## config.mk

```make
export PLATFORM = sky130hd
export DESIGN_NAME = ex_mem_stage
export DESIGN_NICKNAME = d
export VERILOG_FILES = /design/src/rtl/ex_mem_stage.sv
export SDC_FILE = /design/constraint.sdc
export NUM_CORES = 1
export LEC_CHECK = 0
export CAP_MARGIN = 20
export CORE_MARGIN = 10
export CORE_UTILIZATION = 59
export DETAILED_ROUTE_END_ITERATION = 10
export PLACE_DENSITY = 0.87
export SETUP_SLACK_MARGIN = 0.15
export SYNTH_ARGS = -nofsm -noshare
export SYNTH_HDL_FRONTEND = slang
export SYNTH_SLANG_ARGS = --single-unit
export TNS_END_PERCENT = 50
```

## constraint.sdc

```tcl
create_clock -name clock -period 9.7 [get_ports clock]
set_clock_uncertainty 0.1 [all_clocks]
set_input_delay 1.94 -clock clock [delete_from_list [all_inputs] [get_ports clock]]
set_output_delay 1.94 -clock clock [all_outputs]
set_load 0.05 [all_outputs]
```

## src/rtl/ex_mem_stage.sv

```systemverilog
// Execute stage plus EX/MEM pipeline register of the RSA-decryption ASIP, with
// operand forwarding from MEM/WB and load-use hazard detection.
// Latency: add 1 cycle; multiply N+2 edges, or N/2+2 edges when MUL_RADIX4_EN is defined.
// Backpressure: stall (combinational) freezes PC, IF/ID and ID/EX while a load-use
// hazard is resolved or the iterative multiplier is busy.
// Ports:
//   clock, reset                    posedge clock, synchronous active-high reset
//   rda_ex, rdb_ex, extended_ex     operands and immediate from ID/EX
//   ra_ex, rb_ex, rw_ex             source and destination register indices
//   wr_en_ex, opb_selector_ex, alu_func_ex, wd_selector_ex, wm_ex   controls
//   wr_en_wb, rw_wb, wd_wb          WB-stage write port, used for forwarding
//   stall                           upstream freeze
//   alu_result_mem, wdata_mem, rw_mem, wr_en_mem, wd_selector_mem, wm_mem   EX/MEM register
// Optional build macro: MUL_RADIX4_EN retires 2 multiplier bits per cycle.

module ex_mem_stage #(
  parameter int N = 32
) (
  input  logic         clock,
  input  logic         reset,
  input  logic [N-1:0] rda_ex,
  input  logic [N-1:0] rdb_ex,
  input  logic [N-1:0] extended_ex,
  input  logic [4:0]   ra_ex,
  input  logic [4:0]   rb_ex,
  input  logic [4:0]   rw_ex,
  input  logic         wr_en_ex,
  input  logic         opb_selector_ex,
  input  logic         alu_func_ex,
  input  logic         wd_selector_ex,
  input  logic         wm_ex,
  input  logic         wr_en_wb,
  input  logic [4:0]   rw_wb,
  input  logic [N-1:0] wd_wb,
  output logic         stall,
  output logic [N-1:0] alu_result_mem,
  output logic [N-1:0] wdata_mem,
  output logic [4:0]   rw_mem,
  output logic         wr_en_mem,
  output logic         wd_selector_mem,
  output logic         wm_mem
);

`ifdef MUL_RADIX4_EN
  localparam int STEPS = N / 2;
`else
  localparam int STEPS = N;
`endif
  localparam int CW = (STEPS > 1) ? $clog2(STEPS) : 1;

  typedef enum logic [1:0] {IDLE, MUL, DONE} state_t;

  state_t         state;
  logic [CW-1:0]  cnt;
  logic [N-1:0]   mul_a;
  logic [N-1:0]   mul_b;
  logic [N-1:0]   acc;
  logic [N-1:0]   mul_wdata;
  logic [4:0]     mul_rw;
  logic           mul_wr_en;
  logic           mul_wd_sel;
  logic           mul_wm;

  logic [N-1:0]   fwd_a;
  logic [N-1:0]   fwd_b;
  logic [N-1:0]   opb;
  logic [N-1:0]   sum;
  logic           load_use;
  logic           mem_fwd_ok;
  logic [N-1:0]   addend;
  logic [N-1:0]   mul_a_nxt;
  logic [N-1:0]   mul_b_nxt;

  // A load in MEM has no data yet, so only ALU results are forwarded from MEM.
  assign mem_fwd_ok = wr_en_mem & ~wd_selector_mem & (rw_mem != 5'd0);

  always_comb begin
    fwd_a = rda_ex;
    if (mem_fwd_ok && rw_mem == ra_ex)
      fwd_a = alu_result_mem;
    else if (wr_en_wb && rw_wb == ra_ex && ra_ex != 5'd0)
      fwd_a = wd_wb;

    fwd_b = rdb_ex;
    if (mem_fwd_ok && rw_mem == rb_ex)
      fwd_b = alu_result_mem;
    else if (wr_en_wb && rw_wb == rb_ex && rb_ex != 5'd0)
      fwd_b = wd_wb;
  end

  assign opb = opb_selector_ex ? extended_ex : fwd_b;
  assign sum = fwd_a + opb;

  // B only matters when it feeds the ALU or is the store data.
  assign load_use = wr_en_mem & wd_selector_mem & (rw_mem != 5'd0) &
                    ((rw_mem == ra_ex) |
                     ((rw_mem == rb_ex) & (~opb_selector_ex | wm_ex)));

  assign stall = ((state == IDLE) & (load_use | alu_func_ex)) | (state == MUL);

  // One shift-add step; mul_b is consumed from the LSB end.
  always_comb begin
    addend    = '0;
`ifdef MUL_RADIX4_EN
    case (mul_b[1:0])
      2'd0:    addend = '0;
      2'd1:    addend = mul_a;
      2'd2:    addend = mul_a << 1;
      default: addend = (mul_a << 1) + mul_a;
    endcase
    mul_a_nxt = mul_a << 2;
    mul_b_nxt = mul_b >> 2;
`else
    addend    = mul_b[0] ? mul_a : '0;
    mul_a_nxt = mul_a << 1;
    mul_b_nxt = mul_b >> 1;
`endif
  end

  always_ff @(posedge clock) begin
    if (reset) begin
      state           <= IDLE;
      cnt             <= '0;
      mul_a           <= '0;
      mul_b           <= '0;
      acc             <= '0;
      mul_wdata       <= '0;
      mul_rw          <= '0;
      mul_wr_en       <= 1'b0;
      mul_wd_sel      <= 1'b0;
      mul_wm          <= 1'b0;
      alu_result_mem  <= '0;
      wdata_mem       <= '0;
      rw_mem          <= '0;
      wr_en_mem       <= 1'b0;
      wd_selector_mem <= 1'b0;
      wm_mem          <= 1'b0;
    end else begin
      case (state)
        IDLE: begin
          if (load_use || alu_func_ex) begin
            // Inserted bubble: nothing downstream may act on it.
            alu_result_mem  <= '0;
            wdata_mem       <= '0;
            rw_mem          <= '0;
            wr_en_mem       <= 1'b0;
            wd_selector_mem <= 1'b0;
            wm_mem          <= 1'b0;
            if (!load_use) begin
              mul_a      <= fwd_a;
              mul_b      <= opb;
              acc        <= '0;
              cnt        <= '0;
              mul_wdata  <= fwd_b;
              mul_rw     <= rw_ex;
              mul_wr_en  <= wr_en_ex;
              mul_wd_sel <= wd_selector_ex;
              mul_wm     <= wm_ex;
              state      <= MUL;
            end
          end else begin
            alu_result_mem  <= sum;
            wdata_mem       <= fwd_b;
            rw_mem          <= rw_ex;
            wr_en_mem       <= wr_en_ex;
            wd_selector_mem <= wd_selector_ex;
            wm_mem          <= wm_ex;
          end
        end
        MUL: begin
          acc   <= acc + addend;
          mul_a <= mul_a_nxt;
          mul_b <= mul_b_nxt;
          cnt   <= cnt + 1'b1;
          if (cnt == CW'(STEPS - 1))
            state <= DONE;
        end
        DONE: begin
          alu_result_mem  <= acc;
          wdata_mem       <= mul_wdata;
          rw_mem          <= mul_rw;
          wr_en_mem       <= mul_wr_en;
          wd_selector_mem <= mul_wd_sel;
          wm_mem          <= mul_wm;
          state           <= IDLE;
        end
        default: state <= IDLE;
      endcase
    end
  end

endmodule
```

* After elaboration in Yosys (flattened, before gate mapping)
Index checks and enable logic that the tools add are counted.
** Cells by class
- $add $sub $neg :: 3
- Eq/ne operators :: 10
- Muxes and demuxes :: 34
- Bitwise gates (word level) :: 14
- Reductions and logical operators :: 16
** Operators by type and width (count)
- 32-bit 2-to-1 mux :: 14
- 32-bit one-hot mux with 2 select lines :: 5
- 32-bit adder :: 2
- 5-bit == test :: 4
- 5-bit one-hot mux with 2 select lines :: 2
- 5-bit 2-to-1 mux :: 3
- 5-bit nonzero test :: 3
- 3-bit AND reduction :: 3
- 1-bit bitwise AND :: 7
- 1-bit logical AND :: 6
- 2-bit 2-to-1 mux :: 3
- 1-bit one-hot mux with 2 select lines :: 3
- 5-bit by 1-bit adder with 5-bit output (second input constant) :: 1
- 5-bit == test (second input constant) :: 1
- 2-bit by 1-bit != test with 1-bit output (second input constant) :: 2
- 1-bit bitwise OR :: 4
- 2-bit one-hot mux with 2 select lines :: 1
- 2-bit nonzero test :: 2
- 1-bit 2-to-1 mux :: 3
- 1-bit inverter :: 3
- 2-bit by 1-bit == test with 1-bit output (second input constant) :: 1
- 2-bit == test (second input constant) :: 1
- 2-bit zero test :: 1
- 2-bit != test (second input constant) :: 1
- 1-bit logical OR :: 1
** Word-level totals
- Register bits :: 215
- Input port bits :: 156
- Output and inout bits :: 73
- Logic and storage cells :: 93

* Depth between registers and ports, before layout
- Word-level depth :: 9
- Mapped depth :: 20
- Depth with buffers taken out :: 17

* Least setup slack after synthesis
Ideal clock, no wire load.
- Path kind :: in2reg
- Start :: input port rb_ex[1]
- End :: register alu_result_mem[28]
- Library setup time :: 122 ps
- Arrival :: 5805 ps
- Required time :: 9478 ps
- Setup slack :: 3673 ps
- Cell stages on the path :: 18
- Path buffers :: 1
- Cell sequence :: or4_1 o211ai_1 nor2_1 buf_1 mux2i_1 a21oi_1 mux2_2 ha_1 fa_1 nor2_1 and4_1 a31oi_1 o31ai_2 a211oi_2 o2111ai_2 a21oi_1 o31a_1 a311o_1
** On the way
- Word-level cells in the longest chain between the ends :: 9
- Elaborated cells between the ends (all ways) :: 16
- Classes of those cells :: 1 x add/sub; 2 x eq/ne; 5 x mux; 3 x bitwise; 5 x reduce/logical
** Ends and longest elaborated chain
- from (decl) :: RTL line 25 : input logic [4:0] rb_ex,
- 5-bit == test :: RTL line 87 : else if (wr_en_wb && rw_wb == rb_ex && rb_ex != 5'd0)
- 1-bit logical AND (2 in a row) :: RTL line 87
- 32-bit 2-to-1 mux :: RTL line 87
- 32-bit 2-to-1 mux :: RTL line 85 : if (mem_fwd_ok && rw_mem == rb_ex)
- 32-bit 2-to-1 mux :: RTL line 91 : assign opb = opb_selector_ex ? extended_ex : fwd_b;
- 32-bit adder :: RTL line 92 : assign sum = fwd_a + opb;
- 32-bit 2-to-1 mux (*) :: RTL line 141 : if (load_use || alu_func_ex) begin
- 32-bit one-hot mux with 2 select lines (*) :: RTL line 139 : case (state)
- to (signal assigned) :: RTL line 162 : alu_result_mem <= sum;
- to (decl) :: RTL line 36 : output logic [N-1:0] alu_result_mem,
Every way passes the cells marked *; elsewhere a longest branch is shown, timed or not.
A chain may end at the register's enable or synchronous reset.

* Worst setup path in the final report
- Start :: input port rw_wb[3]
- End :: register alu_result_mem[28]
** On the way
- Word-level cells in the longest chain between the ends :: 9
- Elaborated cells between the ends (all ways) :: 14
- Classes of those cells :: 1 x add/sub; 2 x eq/ne; 7 x mux; 4 x reduce/logical
** Ends and longest elaborated chain
- from (decl) :: RTL line 33 : input logic [4:0] rw_wb,
- 5-bit == test :: RTL line 87
- 1-bit logical AND (2 in a row) :: RTL line 87
- 32-bit 2-to-1 mux :: RTL line 87
- 32-bit 2-to-1 mux :: RTL line 85
- 32-bit 2-to-1 mux :: RTL line 91
- 32-bit adder (*) :: RTL line 92
- 32-bit 2-to-1 mux (*) :: RTL line 141
- 32-bit one-hot mux with 2 select lines (*) :: RTL line 139
Marks and branches as above.

==> flow_metrics.tcl <==
set metrics [dict create \
    die_area_um2 29900 \
    cp_data_required_time_ns 10.03 \
    io_buffer_count 228 \
    syn_nets 1965 \
    ys.flop_type "dfxtp_1" \
    finalSetupViolCount 0 \
    cap_violations 0 \
    cts_tree "done" \
    multi_input_area_um2 8970 \
    final.setup.worst_slack_ns 2.77 \
    via_count 14700 \
    status "finished, final reports clean" \
    cp_slowest_cell "nor3_2" \
    hold_depth 2 \
    first_iter_violations 2173 \
    r2r-start "rw_mem[1]" \
    antenna_left 0 \
    reg2reg_to "alu_result_mem[28]" \
    hold_viol 0 \
    hold_buffers 0 \
    antenna_found_initial 0 \
    grtUsageTotal_pct 32.8 \
    syn_area_um2 13800 \
    p_int_mw 1.81 \
    cts_buffer_depth 3 \
    layout.nets 2115 \
    drive_above_1_share_pct 6.75 \
    seq_area_frac_synth_pct 31.2 \
    dr.pass1.iters 9 \
    top_layer_used "met4" \
    initial_core_util_pct 60.4 \
    post_cts_buffers 0 \
    met2_length_um 23500 \
    power.share.switching_pct 32.1 \
    seq_power_share_pct 37.8 \
    coreArea_um2 22800 \
    cts_made_buffers 24 \
    irDropWorstVdd_uv 119 \
    die_h_um 173 \
    syn_inst 1744 \
    met1_length_um 21800 \
    hold_path.class "flip-flop to flip-flop" \
    rows 55 \
    synth_area_per_cell_um2 7.91 \
    gp_congestion 1.05 \
    hold_path_end "mul_wd_sel" \
    met3WireLength_um 5980 \
    rsz0062_at_grt "no" \
    worst_pin_slew_ns 1.12 \
    path_class "primary input to flip-flop" \
    worstHoldStart "mul_wd_sel" \
    slowest_delay_ns 0.81 \
    clkPwrFrac_pct 37.4 \
    clock-sinks 215 \
    register_area_um2 4310 \
    synth_top_area_share_pct 31.2 \
    crit_path_cell_trace "clkdlybuf4s50_1, xnor2_1, nand3_1, nor3_2, buf_4, mux2i_1, o21ai_0, ha_1, and2_1, nand2_1, nor4_1, nand3_1, a211oi_2, o2111ai_2, a21oi_1, nor3_1, a311o_1" \
    die_w_um 173 \
    mostFrequentLayoutCell "clkdlybuf4s50_1" \
    grt_pass1_vias 13600 \
    avgViaCountPerCell 6.59 \
    fmax_mhz 144 \
    dpl.hpwl_um 37700 \
    async_reset_ff_share_pct 0 \
    mostFrequentLayoutCells "clkdlybuf4s50_1, dfxtp_1, a21oi_1, nand2_1, nor2_1" \
    period_share_pct 71.5 \
    cp-end-kind "flip-flop" \
    path_max_fanout 23 \
    r2r_cells 15 \
    ctsHtreeMaxLevel 1 \
    yosysTopAreaCell "dfxtp_1" \
    p_leak_nw 6.59 \
    relSlewSlack_pct 25.4 \
    syn2layout_area_growth_pct 23.8 \
    path_clk_slew_ns 0.07 \
    grt_pass1_wl_um 80500 \
    critPathMostFrequentCell "nand3_1" \
    arrival_ns 7.26 \
    postCtsResizedCells 0 \
    synth_area_leaders "dfxtp_1, a21oi_1, ha_1" \
    n_antenna_cell 0 \
    pin_count 229 \
    reg2reg_slack_ns 4.34 \
    clock-root-buffer "clkbuf_16" \
    grt_max_degree 107 \
    drt-total-wl_um 52400 \
    synth_enable_flop_cells 0 \
    fillCellCount 1740 \
    clk_latency_ns 0.53 \
    p_sw_mw 0.856 \
    drv_slew 0 \
    synth_warnings 0 \
    power_frac_comb_pct 24.8 \
    finalSetupTns_ns 0 \
    wl_per_cell_um 23.6 \
    critPathLaunchType "primary input" \
    drcViolationCount 0 \
    yosysUniqueCellTypes 71 \
    post-place-ws_ns 2.36 \
    synth_seq_cells 215 \
    period_needed_ns 6.93 \
    powerDensity_nw_per_um2 156 \
    grt_overflow 0 \
]
## logic make-up after synthesis
kind of cell,after synthesis,synth area share [%]
AOI/OAI and AO/OA,549,26.7
adders and majority gates,65,6.01
DFF,215,31.2
and+or+nand+nor,604,20.5
buffers and inverters,149,4.06
muxes,98,7.39
xor gates and xnor gates,64,4.06
## metrics by stage
step                      hold WS (ns)  power, mW  area, um2  util (%)  std cells
after floorplan                  0.332       1.41      13800         -       1744
after global placement           0.337       1.65      16200      70.9       2181
after detailed placement         0.343       1.66      16200      70.9       2181
after CTS                        0.352       2.65      17100      74.7       2225
after global routing             0.374       2.74      17100      74.7       2225
final                            0.353       2.67      17100      74.7       2225
## power groups by stage
stage | clock network (mW) | registers (mW) | logic [mW]
global route | 1.03 | 1.01 | 0.704
finish | 0.998 | 1.01 | 0.661
detailed placement | 0 | 1.02 | 0.642
floorplan | 0 | 1.07 | 0.344
global placement | 0 | 1.02 | 0.634
CTS | 0.995 | 1.00 | 0.648
## state kept, by name, indices dropped and copies added (netlist names)
| register | flops |
|---|---|
| acc | 32 |
| alu_result_mem | 32 |
| cnt | 5 |
| mul_a | 32 |
| mul_b | 32 |
| mul_rw | 5 |
| mul_wd_sel | 1 |
| mul_wdata | 32 |
| mul_wm | 1 |
| mul_wr_en | 1 |
| rw_mem | 5 |
| state | 2 |
| wd_selector_mem | 1 |
| wdata_mem | 32 |
| wm_mem | 1 |
| wr_en_mem | 1 |
## area by class of cell
class / instances / share of cell area (%)
clock buffers: 34 / 4.10
clock inverters: 10 / 0.946
inverters: 23 / 0.506
multi-input cells: 1380 / 52.6
flip-flops and latches: 215 / 25.2
well taps: 313 / 2.29
repair buffers: 250 / 14.3
## critical path, delay by kind of cell
kind / cells / cell delay, ns
buf+inv: 2 / 1.10
compound gates: 5 / 1.34
xor+xnor: 1 / 0.15
mux: 1 / 0.24
simple gates: 7 / 2.02
fa+ha+maj: 1 / 0.44
## cells in the mapped netlist, types with 25 or more instances
| cell | n |
|---|---|
| a21o_1 | 33 |
| a21oi_1 | 197 |
| a222oi_1 | 49 |
| a22oi_1 | 60 |
| and2_1 | 43 |
| clkbuf_1 | 103 |
| dfxtp_1 | 215 |
| ha_1 | 63 |
| mux2_2 | 31 |
| mux2i_1 | 67 |
| nand2_1 | 183 |
| nand2b_1 | 33 |
| nand3_1 | 38 |
| nor2_1 | 179 |
| nor3_1 | 30 |
| o211ai_1 | 34 |
| o21ai_0 | 67 |
| xnor2_1 | 39 |
| xor2_1 | 25 |
## worst max-delay path by stage
stage | to | start | slack [ns] | cells past startpoint
finish | alu_result_mem[28] | rw_wb[3] | 2.77 | 17
global route | alu_result_mem[28] | rw_wb[3] | 2.42 | 17
CTS | alu_result_mem[28] | rw_wb[3] | 2.91 | 17
detailed placement | alu_result_mem[28] | rw_wb[3] | 2.36 | 17
global placement | alu_result_mem[28] | rb_ex[1] | 2.53 | 18
floorplan | alu_result_mem[28] | rb_ex[1] | 3.67 | 18
## metal layers
metal  vias to the layer above  global-route usage [%]
met2                       933                    51.1
met4                         0                    6.93
met5                         -                       0
met3                        73                    5.82
li1                       6756                       -
met1                      6904                    46.4
Power figures use the tool's default switching activity.
